[src/rtl/apb_pkg.sv]
// apb_pkg: shared APB widths, completer FSM states and wait-state limit
package apb_pkg;

    localparam int ADDR_WIDTH = 8;
    localparam int DATA_WIDTH = 32;
    localparam int MAX_WAIT   = 15;

    typedef enum logic [1:0] {
        IDLE,
        WAIT,
        READY
    } apb_slv_state_e;

endpackage

[src/rtl/apb_wait_ctr.sv]
// apb_wait_ctr: loadable down-counter; done_o flags the last wait cycle (count of 1)
module apb_wait_ctr
    import apb_pkg::*;
#(
    parameter int WIDTH = $clog2(MAX_WAIT + 1)
) (
    input  logic             clk_i,
    input  logic             rst_ni,
    input  logic             load_i,
    input  logic             en_i,
    input  logic [WIDTH-1:0] load_val_i,
    output logic             done_o
);

    logic [WIDTH-1:0] cnt_q, cnt_d;

    // load has priority; decrement saturates at zero
    always_comb begin
        cnt_d = load_i ? load_val_i : (en_i && cnt_q != '0) ? cnt_q - 1'b1 : cnt_q;
    end

    // count register
    always_ff @(posedge clk_i or negedge rst_ni) begin
        if (!rst_ni) cnt_q <= '0;
        else         cnt_q <= cnt_d;
    end

    assign done_o = (cnt_q == WIDTH'(1));

endmodule

[src/rtl/apb_wait_slave.sv]
// apb_wait_slave: APB3 completer with DEPTH-word register bank and WAIT_CYCLES wait states.
// Optional macro APB_SLV_PROT_CHECK_EN: flag mid-transfer bus changes and answer them with pslverr.
module apb_wait_slave
    import apb_pkg::*;
#(
    parameter int DEPTH       = 16,
    parameter int WAIT_CYCLES = 2
) (
    input  logic                  pclk,
    input  logic                  presetn,
    input  logic [ADDR_WIDTH-1:0] paddr,
    input  logic                  psel,
    input  logic                  penable,
    input  logic                  pwrite,
    input  logic [DATA_WIDTH-1:0] pwdata,
    output logic [DATA_WIDTH-1:0] prdata,
    output logic                  pready,
    output logic                  pslverr
);

    localparam int                  IW      = (DEPTH > 1) ? $clog2(DEPTH) : 1;
    localparam logic [ADDR_WIDTH:0] DEPTH_W = (ADDR_WIDTH + 1)'(DEPTH);
    localparam logic [3:0]          WAIT_V  = 4'(WAIT_CYCLES);

    apb_slv_state_e        state_q, state_d;
    logic [ADDR_WIDTH-1:0] addr_q, addr_d;
    logic                  write_q, write_d;
    logic [DATA_WIDTH-1:0] wdata_q, wdata_d;
    logic [DATA_WIDTH-1:0] rdata_q, rdata_d;
    logic                  viol_q, viol_d;
    logic [DATA_WIDTH-1:0] mem_q [DEPTH];

    logic setup, in_err, range_err, viol_now, commit, ctr_done;

    assign setup     = (state_q == IDLE) && psel && !penable;
    assign in_err    = {1'b0, paddr} >= DEPTH_W;
    assign range_err = {1'b0, addr_q} >= DEPTH_W;

`ifdef APB_SLV_PROT_CHECK_EN
    assign viol_now = (state_q != IDLE) && psel &&
                      (paddr != addr_q || pwrite != write_q || pwdata != wdata_q || !penable);
`else
    assign viol_now = 1'b0;
`endif

    assign commit = (state_q == READY) && psel && penable && write_q &&
                    !range_err && !viol_q && !viol_now;

    apb_wait_ctr #(.WIDTH(4)) u_ctr (
        .clk_i      (pclk),
        .rst_ni     (presetn),
        .load_i     (setup),
        .en_i       ((state_q == WAIT) && psel),
        .load_val_i (WAIT_V),
        .done_o     (ctr_done)
    );

    // next-state: latch the request at setup, count waits, complete or abort back to IDLE
    always_comb begin
        state_d = state_q;
        addr_d  = addr_q;
        write_d = write_q;
        wdata_d = wdata_q;
        rdata_d = rdata_q;
        viol_d  = viol_q | viol_now;
        case (state_q)
            IDLE: begin
                if (setup) begin
                    addr_d  = paddr;
                    write_d = pwrite;
                    wdata_d = pwdata;
                    if (!pwrite) rdata_d = in_err ? '0 : mem_q[paddr[IW-1:0]];
                    state_d = (WAIT_V != 4'd0) ? WAIT : READY;
                end
            end
            WAIT:    state_d = !psel ? IDLE : ctr_done ? READY : WAIT;
            READY:   state_d = IDLE;
            default: state_d = IDLE;
        endcase
        if (state_d == IDLE) viol_d = 1'b0;
    end

    // control and latched-request registers
    always_ff @(posedge pclk or negedge presetn) begin
        if (!presetn) begin
            state_q <= IDLE;
            addr_q  <= '0;
            write_q <= 1'b0;
            wdata_q <= '0;
            rdata_q <= '0;
            viol_q  <= 1'b0;
        end else begin
            state_q <= state_d;
            addr_q  <= addr_d;
            write_q <= write_d;
            wdata_q <= wdata_d;
            rdata_q <= rdata_d;
            viol_q  <= viol_d;
        end
    end

    // register bank, written only on an error-free completing write
    always_ff @(posedge pclk or negedge presetn) begin
        if (!presetn) begin
            for (int i = 0; i < DEPTH; i++) mem_q[i] <= '0;
        end else if (commit) begin
            mem_q[addr_q[IW-1:0]] <= wdata_q;
        end
    end

    assign prdata  = rdata_q;
    assign pready  = (state_q == READY);
    assign pslverr = pready && (range_err || viol_q);

endmodule

[config.mk]
export PLATFORM = sky130hd
export DESIGN_NAME = apb_wait_slave
export DESIGN_NICKNAME = d
export VERILOG_FILES = /design/src/rtl/apb_pkg.sv /design/src/rtl/apb_wait_ctr.sv /design/src/rtl/apb_wait_slave.sv
export SDC_FILE = /design/constraint.sdc
export NUM_CORES = 1
export LEC_CHECK = 0
export CAP_MARGIN = 20
export CORE_ASPECT_RATIO = 1.2
export CORE_MARGIN = 2
export CORE_UTILIZATION = 60
export DETAILED_ROUTE_END_ITERATION = 16
export DONT_BUFFER_PORTS = 1
export GPL_TIMING_DRIVEN = 0
export PLACE_DENSITY_LB_ADDON = 0.2
export SLEW_MARGIN = 20
export SYNTH_ARGS = -nofsm -noshare
export SYNTH_HDL_FRONTEND = slang
export SYNTH_SLANG_ARGS = --single-unit
export TNS_END_PERCENT = 1
[constraint.sdc]
create_clock -name pclk -period 3.2 [get_ports pclk]
set_clock_uncertainty 0.2 [all_clocks]
set_input_delay 0.48 -clock pclk [delete_from_list [all_inputs] [get_ports pclk]]
set_output_delay 0.48 -clock pclk [all_outputs]
set_load 0.005 [all_outputs]
# Word level (Yosys, flattened, before mapping)
# Index checks and enable logic that the tools add are counted.
dict set report classes {
  addsub 1
  n_lt_le_gt_ge 5
  n_eq_ne 4
  n_mux 13
  n_bitwise 3
  reduce_logical 17
}
# cell n
set op_table {}
lappend op_table {{512-bit bitwise mux} 1}
lappend op_table {{32-bit binary-select mux with 4-bit select} 1}
lappend op_table {{32-bit demux with 4-bit select} 1}
lappend op_table {{32-bit two-way mux} 4}
lappend op_table {{8-bit by 5-bit >= comparator with 1-bit output (second input constant)} 2}
lappend op_table {{5-bit >= comparator (second input constant)} 2}
lappend op_table {{1-bit logical AND} 10}
lappend op_table {{4-bit inverter with 5-bit output} 2}
lappend op_table {{4-bit two-way mux} 2}
lappend op_table {{2-bit two-way mux} 3}
lappend op_table {{5-bit by 1-bit < comparator with 1-bit output (second input constant)} 1}
lappend op_table {{4-bit by 1-bit equality test with 1-bit output (second input constant)} 1}
lappend op_table {{2-bit one-hot mux with 2 select lines} 1}
lappend op_table {{4-bit nonzero test} 1}
lappend op_table {{4-bit by 1-bit subtractor with 4-bit output (second input constant)} 1}
lappend op_table {{3-bit AND reduction} 1}
lappend op_table {{2-bit by 1-bit equality test with 1-bit output (second input constant)} 1}
lappend op_table {{2-bit equality test (second input constant)} 1}
lappend op_table {{1-bit logical NOT} 2}
lappend op_table {{2-bit logical NOT} 1}
lappend op_table {{2-bit by 1-bit inequality test with 1-bit output (second input constant)} 1}
lappend op_table {{2-bit AND reduction} 1}
lappend op_table {{2-bit nonzero test} 1}
lappend op_table {{1-bit inverter} 1}
dict set report totals {
  regBits 591
  in_bits 45
  wordCells 65
}

# Longest topological paths before layout
dict set report logic_depth {
  depth_word 6
  depth_mapped 6
  depth_no_buf 5
}

# Modules after synthesis
# Synthesis repeated with hierarchy kept, for this count alone.
dict set report hier_totals {
  hier_cells 1683
  area_unflattened_um2 26305.2
}
# module n_inst cells_per_inst area_per_inst_um2 seq_area_each_um2
set modules_own_cells {}
lappend modules_own_cells {apb_wait_slave 1 1654 26022.5 14689.1}
lappend modules_own_cells {apb_wait_ctr 1 29 282.8 100.1}

# Worst setup path after synthesis
# No wires, ideal clock.
dict set report synth_path {
  path_type {reg-to-reg}
  start {register addr_q[7]}
  end {register mem_q[104] in the netlist's numbering}
  setup_ps 125
  t_arrival_ps 2047
  slack_ps 828
  stages_incl_launch_ff 7
  n_path_buf 2
  period_less_slack_ps 2372
  path_cell_list {dfrtp_1 > or4_4 > nor4_4 > and3_1 > buf_4 > buf_6 > mux2_2}
}
dict set report synth_via {
  elab_chain_cells 3
}
# element line_no
set synth_rtl {}
lappend synth_rtl {{from (decl)} apb_wait_slave.sv:26} ;# logic [ADDR_WIDTH-1:0] addr_q, addr_d;
lappend synth_rtl {{from (signal assigned)} apb_wait_slave.sv:94} ;# addr_q <= addr_d;
lappend synth_rtl {{8-bit by 5-bit >= comparator with 1-bit output} apb_wait_slave.sv:37} ;# assign range_err = {1'b0, addr_q} >= DEPTH_W;
lappend synth_rtl {{1-bit logical NOT} apb_wait_slave.sv:47} ;# !range_err && !viol_q && !viol_now;
lappend synth_rtl {{1-bit logical AND} apb_wait_slave.sv:46} ;# assign commit = (state_q == READY) && psel && penable && write_q &&
lappend synth_rtl {{to (signal, indexed assignment)} apb_wait_slave.sv:107} ;# mem_q[addr_q[IW-1:0]] <= wdata_q;
lappend synth_rtl {{to (decl)} apb_wait_slave.sv:31} ;# logic [DATA_WIDTH-1:0] mem_q [DEPTH];
# Every way passes these cells.
# A chain may end at the register's enable or synchronous reset.

# Final worst setup path
dict set report layout_path {
  start {register state_q[1]}
  end {register rdata_q[20] (netlist: prdata[20])}
}
dict set report layout_via {
  elab_chain_cells 4
}
# element line_no
set layout_rtl {}
lappend layout_rtl {{from (decl)} apb_wait_slave.sv:25} ;# apb_slv_state_e state_q, state_d;
lappend layout_rtl {{from (signal assigned)} apb_wait_slave.sv:93} ;# state_q <= state_d;
lappend layout_rtl {{2-bit logical NOT (*)} {apb_wait_slave.sv:35, apb_wait_slave.sv:66}}
lappend layout_rtl {{1-bit logical AND (2 in a row)} apb_wait_slave.sv:35} ;# assign setup = (state_q == IDLE) && psel && !penable;
lappend layout_rtl {{3-bit AND reduction (no source line) (*)} -}
lappend layout_rtl {{to (signal assigned)} apb_wait_slave.sv:97} ;# rdata_q <= rdata_d;
lappend layout_rtl {{to (decl)} apb_wait_slave.sv:29} ;# logic [DATA_WIDTH-1:0] rdata_q, rdata_d;
# Every way passes the cells marked *; elsewhere a longest branch is shown, timed or not.

==> results.md <==
- Synthesized area per cell: 15.6 sq um
- Area Overhead vs Synth: 12.2%
- Largest family of logic cells by synthesized area: multiplexers
- Multiplexer share of the synthesized area: 35.5%
- Synth area leaders: dfrtp_1 56%, mux2_2 23%, mux4_2 11%
- Initial antenna violation count: 1
- Vias in the first global route: 16000
- P_int: 12400 uW
- Die Wd: 195 microns
- Final ANT Viol Nets: 0
- Clock transition at the registers of the reported paths: 0.06 ns
- Number of synthesized flops with an enable pin: 0
- Netlist cell types: 35
- Worst-Margin Slew: 1.53 ns
- Commonest register cell after synthesis: dfrtp_1
- Status: complete, but fails checks
- Reg2reg start: state_q[1]
- Post-DP HPWL: 38800 microns
- CP Capture Type: flip-flop
- Final wirelength: 63300 microns
- Cells on worst reg2reg path: 6
- CTS Root Cell: clkbuf_16
- Failing checks: negative hold slack, max-slew violations
- Ys Warns: 0
- TritonCTS clock tree: built
- Via count: 15000
- Sw Pwr: 3990 uW
- Overall routing resource usage: 28.6%
- Switching share of power: 24.3%
- Worst R2R Setup Slack: 0.18 ns
- Cell Area, Synth: 26300 sq um
- Post-synthesis adder-cell area fraction: 0.143%
- Synth top area share: 56.2%
- Logic pwr share: 6.5%
- Most frequent cells in the layout: 591 x dfrtp_1, 528 x mux2_2, 141 x nand2_1, 128 x mux4_2, 71 x clkbuf_1
- Synth Area in XOR/XNOR: 0.0666%
- IO Port Bufs: 0
- Sequential Area: 14800 sq um
- Routability cong.: 0.792
- FF-to-FF End: prdata[20]
- Net Count, Synth: 1731
- Critical path fanouts, max: 10
- Mapped Cells: 1683
- H-tree Lvls: 2
- Clock sink count: 591
- Max-slew violations: 46
- NumNets Final: 1832
- Clock share of power: 45.0%
- DR DRC count: 0
- Core Region: 43500 sq um
- # Max-Cap Violations: 0
- Post-synth top area cell: dfrtp_1
- Hold Vio Cnt, Final: 591
- Final setup violating endpoints: 0
- Synth Register Bits: 591
- Hold Buf Count CTS: 39
- Clock Path Buffers: 3
- Post-layout min period: 3.02 ns
- Vias per std cell: 6.26
- Drt first pass iters: 5
- Synth Area in Simple Gates: 3.13%
- Footprint of the multi-input gates: 10600 sq um
- Setup CP Type: reg -> reg
- Most common cell after layout, fill and taps aside: dfrtp_1
- Dpl ws: -0.141 ns
- DRT iter0 DRCs: 946
- Layout fillers: 3008
- Clk_lat worst skew: 0.62 ns
- TritonCTS buffer count: 58
- First-pass GRT wire length: 96800 microns
- Sequential share of power: 48.5%
- Core Rows: 84
- Largest net degree at the start of global routing: 592
- Starting density of the core: 60.4%
- Chip Height: 233 microns
- Worst Setup Start Kind: flip-flop
- Dpl cells: 2242
- Seq/Total Area, Yosys: 56.2%
- Relative slew slack: -2.12%
- Worst path max stage delay: 0.70 ns
- Cells along the critical path: or4b_1, clkbuf_1, nor4b_4, clkbuf_2, a22oi_1, o21ai_0
- Highest Clock Rate: 331 MHz
- Share of layout cells above drive strength 1: 45.7%
- Non-filler cells, final: 2394
- Hold WS: -0.633 ns
- I/O pin total: 79
- Final setup margin: 0.180 ns
- Final global-route overflow total: 0
- Type of the most critical hold path: in -> async
- RSZ-0062 raised after global routing: no
- Synth Area in Compound Gates: 1.63%
- Pwr dens: 555 nW/um^2
- Peak VDD IR: 0.482 mV
- CP arrival: 3.34 ns
- Drt wl/cell: 26.4 microns
- Period utilisation layout: 94.4%
- CP required: 3.52 ns
- Leakage: 0.0146 uW
- Ys async rst share: 100%
- Die ar.: 45500 sq um
- Worst path slowest cell: nor4b_4
## how the worst max path moves through the flow
stage / startpoint / endpoint / slack (ns) / depth (start not counted)
2_1_floorplan: addr_q[7] / mem_q[104] / 0.83 / 6
3_3_place_gp: penable / prdata[25] / -0.07 / 6
3_5_place_dp: state_q[1] / prdata[20] / -0.14 / 6
4_1_cts: state_q[1] / prdata[20] / 0.18 / 6
5_1_grt: state_q[1] / prdata[20] / 0.13 / 6
6_report: state_q[1] / prdata[20] / 0.18 / 6
## layer usage
metal  global-route usage (%)  up-vias  share of wire, %
met5                        0        -                 0
met4                     9.83        0               3.4
met3                     5.44      131               5.2
met2                     48.5      382                50
met1                     37.5     8088                41
li1                         -     6375                 -
## sequential cells by signal, indices dropped and copies added, names as in the netlist
| signal | flops |
|---|---|
| write_q | 1 |
| prdata | 32 |
| u_ctr.cnt_q | 4 |
| mem_q | 512 |
| addr_q | 8 |
| wdata_q | 32 |
| state_q | 2 |
## through the flow
stage,util (%),instance area [sq um],power (uW),TNS (ns)
after detailed placement,62.0,27000,9090,-1.72
after global routing,67.8,29500,16900,0
after global placement,62.0,27000,9030,-0.567
after floorplan,-,26300,8660,0
final,67.8,29500,16400,0
after CTS,67.8,29500,16500,0
## power by group through the flow
stage	logic (uW)	clock network [uW]	registers, uW
after floorplan	698	0	7960
after global placement	977	0	8050
after detailed placement	1010	0	8080
after CTS	1060	7460	7940
after global routing	1170	7760	7980
final	1060	7380	7940
## timing repair
action	in CTS	in global routing
resized for setup	2	0
endpoints found under the hold margin	632	591
setup endpoints to repair	20	0
setup buffers	1	0
## area by class of cell
| class | count | share of cell area [%] |
|---|---|---|
| Antenna cell | 1 | 0.00848 |
| Sequential cell | 591 | 50.1 |
| Tap cell | 559 | 2.37 |
| Buffer | 138 | 2.91 |
| Inverter | 4 | 0.0509 |
| Clock inverter | 29 | 1.21 |
| Clock buffer | 81 | 5.87 |
| Multi-Input combinational cell | 950 | 36.1 |
| Timing Repair Buffer | 41 | 1.39 |
## cells in the mapped netlist, types with 6 or more instances
master and count:
a22oi_1 31, mux2i_1 32, mux2_2 528, clkbuf_1 66, mux4_2 128, dfrtp_1 591, mux2_1 16, buf_6 39
buf_1 6, o21ai_0 27, buf_2 23, nand2_1 141
## worst max-delay path, delay by kind of cell, from the launching register on
kind	cells	cell delay, ns
DFF	1	0.42
AOI/OAI and AO/OA	2	0.26
and+or+nand+nor	2	1.23
buffers and inverters	2	0.80
## logic make-up (layout without fill, tap and decap cells)
family / after synthesis / count (layout)
DFF: 591 / 591
other: 0 / 1
and+or+nand+nor: 173 / 173
muxes: 704 / 704
buffers and inverters: 142 / 293
xor gates and xnor gates: 2 / 2
AOI/OAI and AO/OA: 68 / 68
adders and majority gates: 3 / 3
(Power assumes the default switching activity.)
